==> src/rtl/regfile_wb_arbiter.sv <==
// Write-back arbiter for the OTTER register file's single write port.
// Round-robin shares the port between NREQ requesters using valid/ready handshakes.
// A hardware sweep can also zero x1..x31.
// All register-file drive signals are registered. The register file commits
// them on the falling edge of the following cycle.
module regfile_wb_arbiter #(
  parameter int NREQ = 3,
  parameter int DW   = 32
) (
  input  logic              clk,
  input  logic              rst,
  input  logic [NREQ-1:0]   req_valid_i,
  input  logic [5*NREQ-1:0] req_adr_i,
  input  logic [DW*NREQ-1:0] req_data_i,
  output logic [NREQ-1:0]   req_ready_o,
  input  logic              clr_start_i,
  output logic              clr_busy_o,
  output logic              rf_en_o,
  output logic [4:0]        rf_w_adr_o,
  output logic [DW-1:0]     rf_w_data_o,
  output logic [1:0]        grant_id_o
);

  typedef enum logic {IDLE, CLEAR} state_e;

  state_e     state_q;
  logic [4:0] cnt_q;    // register currently being zeroed by the sweep
  logic [1:0] ptr_q;    // highest-priority requester for the next grant

  logic       grant_c;
  logic [1:0] sel_c;

  // Adds off to base modulo NREQ. Both operands are below NREQ, so a single
  // wrap is enough.
  function automatic logic [1:0] rr_index(input logic [1:0] base, input int off);
    int sum;
    sum = int'(base) + off;
    if (sum >= NREQ) sum = sum - NREQ;
    return 2'(sum);
  endfunction

  // Pick the first valid requester at or after ptr. Nothing is granted
  // during a sweep or in the cycle a sweep is requested.
  always_comb begin
    // NOTE: every output of this block is given a default first, so no path
    // leaves a value unassigned and no latch is inferred.
    grant_c     = 1'b0;
    sel_c       = '0;
    req_ready_o = '0;
    if (state_q == IDLE && !clr_start_i) begin
      for (int k = 0; k < NREQ; k++) begin
        if (!grant_c && req_valid_i[rr_index(ptr_q, k)]) begin
          grant_c = 1'b1;
          sel_c   = rr_index(ptr_q, k);
        end
      end
      if (grant_c) req_ready_o[sel_c] = 1'b1;
    end
  end

  // Sequencer: register the accepted write, or step the clear sweep.
  always_ff @(posedge clk) begin
    // NOTE: all state here uses non-blocking assignments. Each register then
    // samples pre-edge values regardless of statement order.
    if (rst) begin
      state_q     <= IDLE;
      cnt_q       <= '0;
      ptr_q       <= '0;
      grant_id_o  <= '0;
      clr_busy_o  <= 1'b0;
      rf_en_o     <= 1'b0;
      rf_w_adr_o  <= '0;
      rf_w_data_o <= '0;
    end else begin
      unique case (state_q)
        IDLE: begin
          if (clr_start_i) begin
            // Preload the first sweep write so x1 is driven in the first
            // CLEAR cycle.
            state_q     <= CLEAR;
            cnt_q       <= 5'd1;
            clr_busy_o  <= 1'b1;
            rf_en_o     <= 1'b1;
            rf_w_adr_o  <= 5'd1;
            rf_w_data_o <= '0;
          end else if (grant_c) begin
            ptr_q       <= rr_index(sel_c, 1);
            grant_id_o  <= sel_c;
            rf_w_adr_o  <= req_adr_i[5*sel_c +: 5];
            rf_w_data_o <= req_data_i[DW*sel_c +: DW];
            // A write to x0 is consumed but never reaches the register file.
            rf_en_o     <= (req_adr_i[5*sel_c +: 5] != 5'd0);
          end else begin
            rf_en_o <= 1'b0;
          end
        end
        CLEAR: begin
          // clr_start_i is deliberately ignored here, so the sweep never restarts.
          if (cnt_q == 5'd31) begin
            state_q    <= IDLE;
            clr_busy_o <= 1'b0;
            rf_en_o    <= 1'b0;
          end else begin
            cnt_q       <= cnt_q + 5'd1;
            rf_en_o     <= 1'b1;
            rf_w_adr_o  <= cnt_q + 5'd1;
            rf_w_data_o <= '0;
          end
        end
      endcase
    end
  end

endmodule

==> config.mk <==
export PLATFORM = sky130hd
export DESIGN_NAME = regfile_wb_arbiter
export DESIGN_NICKNAME = d
export VERILOG_FILES = /design/src/rtl/regfile_wb_arbiter.sv
export SDC_FILE = /design/constraint.sdc
export NUM_CORES = 1
export LEC_CHECK = 0
export BUFFER_PORTS_ARGS = -buffer_cell sky130_fd_sc_hd__buf_4
export CAP_MARGIN = 20
export CORE_MARGIN = 2
export CORE_UTILIZATION = 44
export DETAILED_ROUTE_END_ITERATION = 10
export GPL_ROUTABILITY_DRIVEN = 0
export PLACE_DENSITY = 0.81
export REMOVE_ABC_BUFFERS = 1
export SLEW_MARGIN = 20
export SYNTH_ARGS = -nofsm -noshare
export SYNTH_HDL_FRONTEND = slang
export SYNTH_SLANG_ARGS = --single-unit
==> constraint.sdc <==
create_clock -name clk -period 3.61 [get_ports clk]
set_clock_uncertainty 0.15 [all_clocks]
set_input_delay 0.5415 -clock clk [delete_from_list [all_inputs] [get_ports clk]]
set_output_delay 0.5415 -clock clk [all_outputs]
set_load 0.01 [all_outputs]
==> summary.txt <==
Worst setup path
  – Crit path buffers/inverters: 3
  – Max incr delay on CP: 0.45 ns
  – CP top delay family: simple AND/OR/NAND/NOR gates
  – Critical Path Fanout Max: 10
  – Setup CP Type: flop to output port
  – Setup crit end kind: output port
  – Top cell by count, worst path: inv_1
  – Cells along the critical path: inv_1, ha_1, mux2i_1, o21ai_1, nor2_1, nand2_1, and3_1, nand2b_1, inv_1, buf_4
  – R2R depth: 10
  – Critical path arrival: roughly 2.6 ns
  – CP max-delay cell: and3_1
  – CP Depth: 10
  – Worst EP required: 2.92 ns
  – CP startpoint kind: flop

Clock tree
  – CTS tree: yes
  – Skew-Pair Late Insertion Delay: 0.29 ns
  – Num Clock Sinks: between 40 and 50
  – CTS Buffer Depth: 2
  – CTS resizes: 0
  – Post-CTS setup buffer count: 0
  – H-tree levels: 2
  – Clk slew on worst S/H paths: 0.08 ns
  – Root buf cell: clkbuf_8
  – TritonCTS buffer count: 5
  – CTS Hold Buffers Added: 0

Floorplanning
  – Die W: 83.0 um
  – Core area: about 0.006 mm2
  – Starting Density: 45.9%
  – Row cnt: 28
  – Io pins: around 160
  – Die area: 0.00689 mm2
  – Die H: between 80 and 90 um

Synthesis
  – Synthesized instance count: 310
  – Seq/Total Area, Yosys: 35.7%
  – Synth warn: 0
  – Synth async-reset ratio: 0%
  – Yosys reg bits: 49
  – Cell area after synthesis: approximately 0.0027 mm2
  – Distinct cells, synth: 46
  – Number of enable flip-flop cells after synthesis: 0
  – Avg Inst Size Synth: 8.86 um2
  – Post-synth top flop: dfxtp_1

Power
  – Clock power frac: approximately a fifth
  – Leak Pwr: 1.86 nW
  – Worst VDD drop: 0.000239 V
  – Comb pwr share: between 30% and 40%
  – Int Pwr: 0.00103 W
  – Net switching power: 0.000478 W
  – Net Sw Frac: 31.7%
  – Pwr Total: 0.00151 W
  – Pwr/cell area: 370 mW/mm2
  – Flop pwr share: between 40 and 50%

Routing
  – DR DRC count: 0
  – Antenna Nets Post-Route: 0
  – 1st-iter DRT viols: ~200
  – WL/cell: 15.3 um
  – Total Wirelength: between 8 and 9 mm
  – Vias/cell: about 5.5
  – DR pass1 iterations: 6
  – Via count: 2945

Place
  – # placed instances: 528
  – DP HPWL: 6.51 mm
  – I/O Buffers: 160

STA
  – Final setup violation count: 0
  – Fmax: around 0.3 GHz
  – Actual slew at the worst max-slew pin: 0.954 ns
  – Final hold violation count: 0
  – Slew Viols, Final: 0
  – Setup tns final: 0 ns
  – Max_slew headroom: 36.1%
  – Tcrit/Tclk final: 90.5%
  – RSZ-0062 raised after global routing: no
  – Tmin final: 3.27 ns

Cells and area
  – Net count, final: between 500 and 600
  – Final non-filler cell total: 535
  – Ant. Diodes: 0
  – Layout cell share with drive strength beyond 1: between 40% and 50%
  – Fill cell count: 513
  – Layout area overhead: 48.4%

Min path
  – Hold WC Path Type: flop to flop
  – WHS Path Cells: 2

GRT
  – Gr ovfl total: 0
  – First-pass GRT wire length: 13.2 mm
  – Vias in the first global route: 2907
  – GRT Util Overall: 22.9%
  – Largest net degree at the start of global routing: 37
  – Initial antenna violation count: 0

Outcome
  – Status: finished clean

Flow run
  – Number of max-cap violations: 0
==> layer usage <==
layer | GRT usage (%) | wire length [um] | vias to the layer above | part of all wire (%)
li1 | - | - | 1456 | -
met1 | 25.7 | 3230 | 1337 | 40
met2 | 42.7 | 4150 | 144 | 51
met3 | 7.55 | 744 | 8 | 9.1
met4 | 3.73 | 46 | 0 | 0.56
met5 | 0 | 0 | - | 0
==> worst paths after layout <==
check	start	to	slack [ns]
max	ptr_q[1]$_SDFFE_PP0P_	req_ready_o[1]	0.34
min	grant_id_o[0]$_SDFFE_PP0P_	grant_id_o[0]$_SDFFE_PP0P_	0.31
max reg2reg	ptr_q[1]$_SDFFE_PP0P_	rf_en_o$_SDFF_PP0_	0.60
min reg2reg	grant_id_o[0]$_SDFFE_PP0P_	grant_id_o[0]$_SDFFE_PP0P_	0.31
==> tightest hold or removal path, cell delays in order, from the launching register on <==
cell	delay (ns)
dfxtp_1	0.32
nand2_1	0.05
a21oi_1	0.05
==> power by group through the flow <==
stage	Combinational (W)	Clock (W)	Sequential, W
4_1_cts	0.000591	0.000312	0.000617
3_3_place_gp	0.000576	0	0.000627
5_1_grt	0.000645	0.000337	0.000623
6_report	0.000589	0.000300	0.000618
2_1_floorplan	0.000314	0	0.000644
3_5_place_dp	0.000590	0	0.000629
==> layout make-up <==
type | count | area (um2) | share of cell area [%]
well taps | 75 | 93.8 | 2.30
clock inverters | 1 | 8.76 | 0.215
inverters | 12 | 45.0 | 1.10
multi-input cells | 226 | 1620 | 39.7
clock buffers | 6 | 72.6 | 1.78
flip-flops and latches | 49 | 981 | 24.1
repair buffers | 166 | 1260 | 30.9
==> Yosys cell counts, types with 3 or more instances <==
| cell type | n | area share [%] |
|---|---|---|
| a22o_1 | 15 | 4.8 |
| inv_1 | 11 | 1.5 |
| buf_2 | 6 | 1.1 |
| clkbuf_1 | 15 | 2.0 |
| nor3_1 | 4 | 0.73 |
| a221oi_1 | 3 | 0.96 |
| mux2i_1 | 21 | 7.7 |
| dfxtp_1 | 49 | 36 |
| o21ai_0 | 10 | 1.8 |
| ha_1 | 6 | 2.7 |
| nand2_1 | 10 | 1.4 |
| a211o_1 | 3 | 0.96 |
| nor2b_1 | 4 | 0.91 |
| a21oi_1 | 29 | 5.3 |
| a22oi_1 | 4 | 1.1 |
| mux2_2 | 15 | 6.1 |
| a222oi_1 | 17 | 6.2 |
| nor2_1 | 48 | 6.6 |
| nand2b_1 | 5 | 1.1 |
==> per-stage QoR <==
step           util (%)  area (um2)  worst slack, ns  hold slack (ns)
2_1_floorplan         -        2640           0.0107            0.302
3_3_place_gp       66.7        4000            0.768            0.303
3_5_place_dp       66.7        4000            0.631            0.301
4_1_cts            68.1        4080            0.367            0.313
5_1_grt            68.1        4080            0.143            0.335
6_report           68.1        4080            0.344            0.311
==> registers in the layout (all words and copies together) (netlist names) <==
name,cells
state_q,1
cnt_q,5
grant_id_o,2
rf_en_o,1
clr_busy_o,1
rf_w_data_o,32
rf_w_adr_o,5
ptr_q,2
==> cell usage in the layout, fill, tap and decap left out, drive strengths merged, types with 6 or more instances in the layout <==
cell type	netlist	routed
clkbuf	15	6
buf	8	166
o21ai	12	12
ha	6	6
a22o	15	15
a21oi	29	29
mux2	17	17
nand2	10	10
dfxtp	49	49
nor2	49	49
inv	12	12
mux2i	21	21
a222oi	17	17
==> cell families (layout without fill, tap and decap cells) <==
group           Yosys count  after routing  synth area share, %
xor+xnor                  2              2                0.638
simple gates             80             80                 12.8
flops                    49             49                 35.7
mux                      38             38                 14.9
compound gates          100            100                 27.7
buf+inv                  35            185                 5.60
fa+ha+maj                 6              6                 2.73
(Power assumes the default switching activity.)
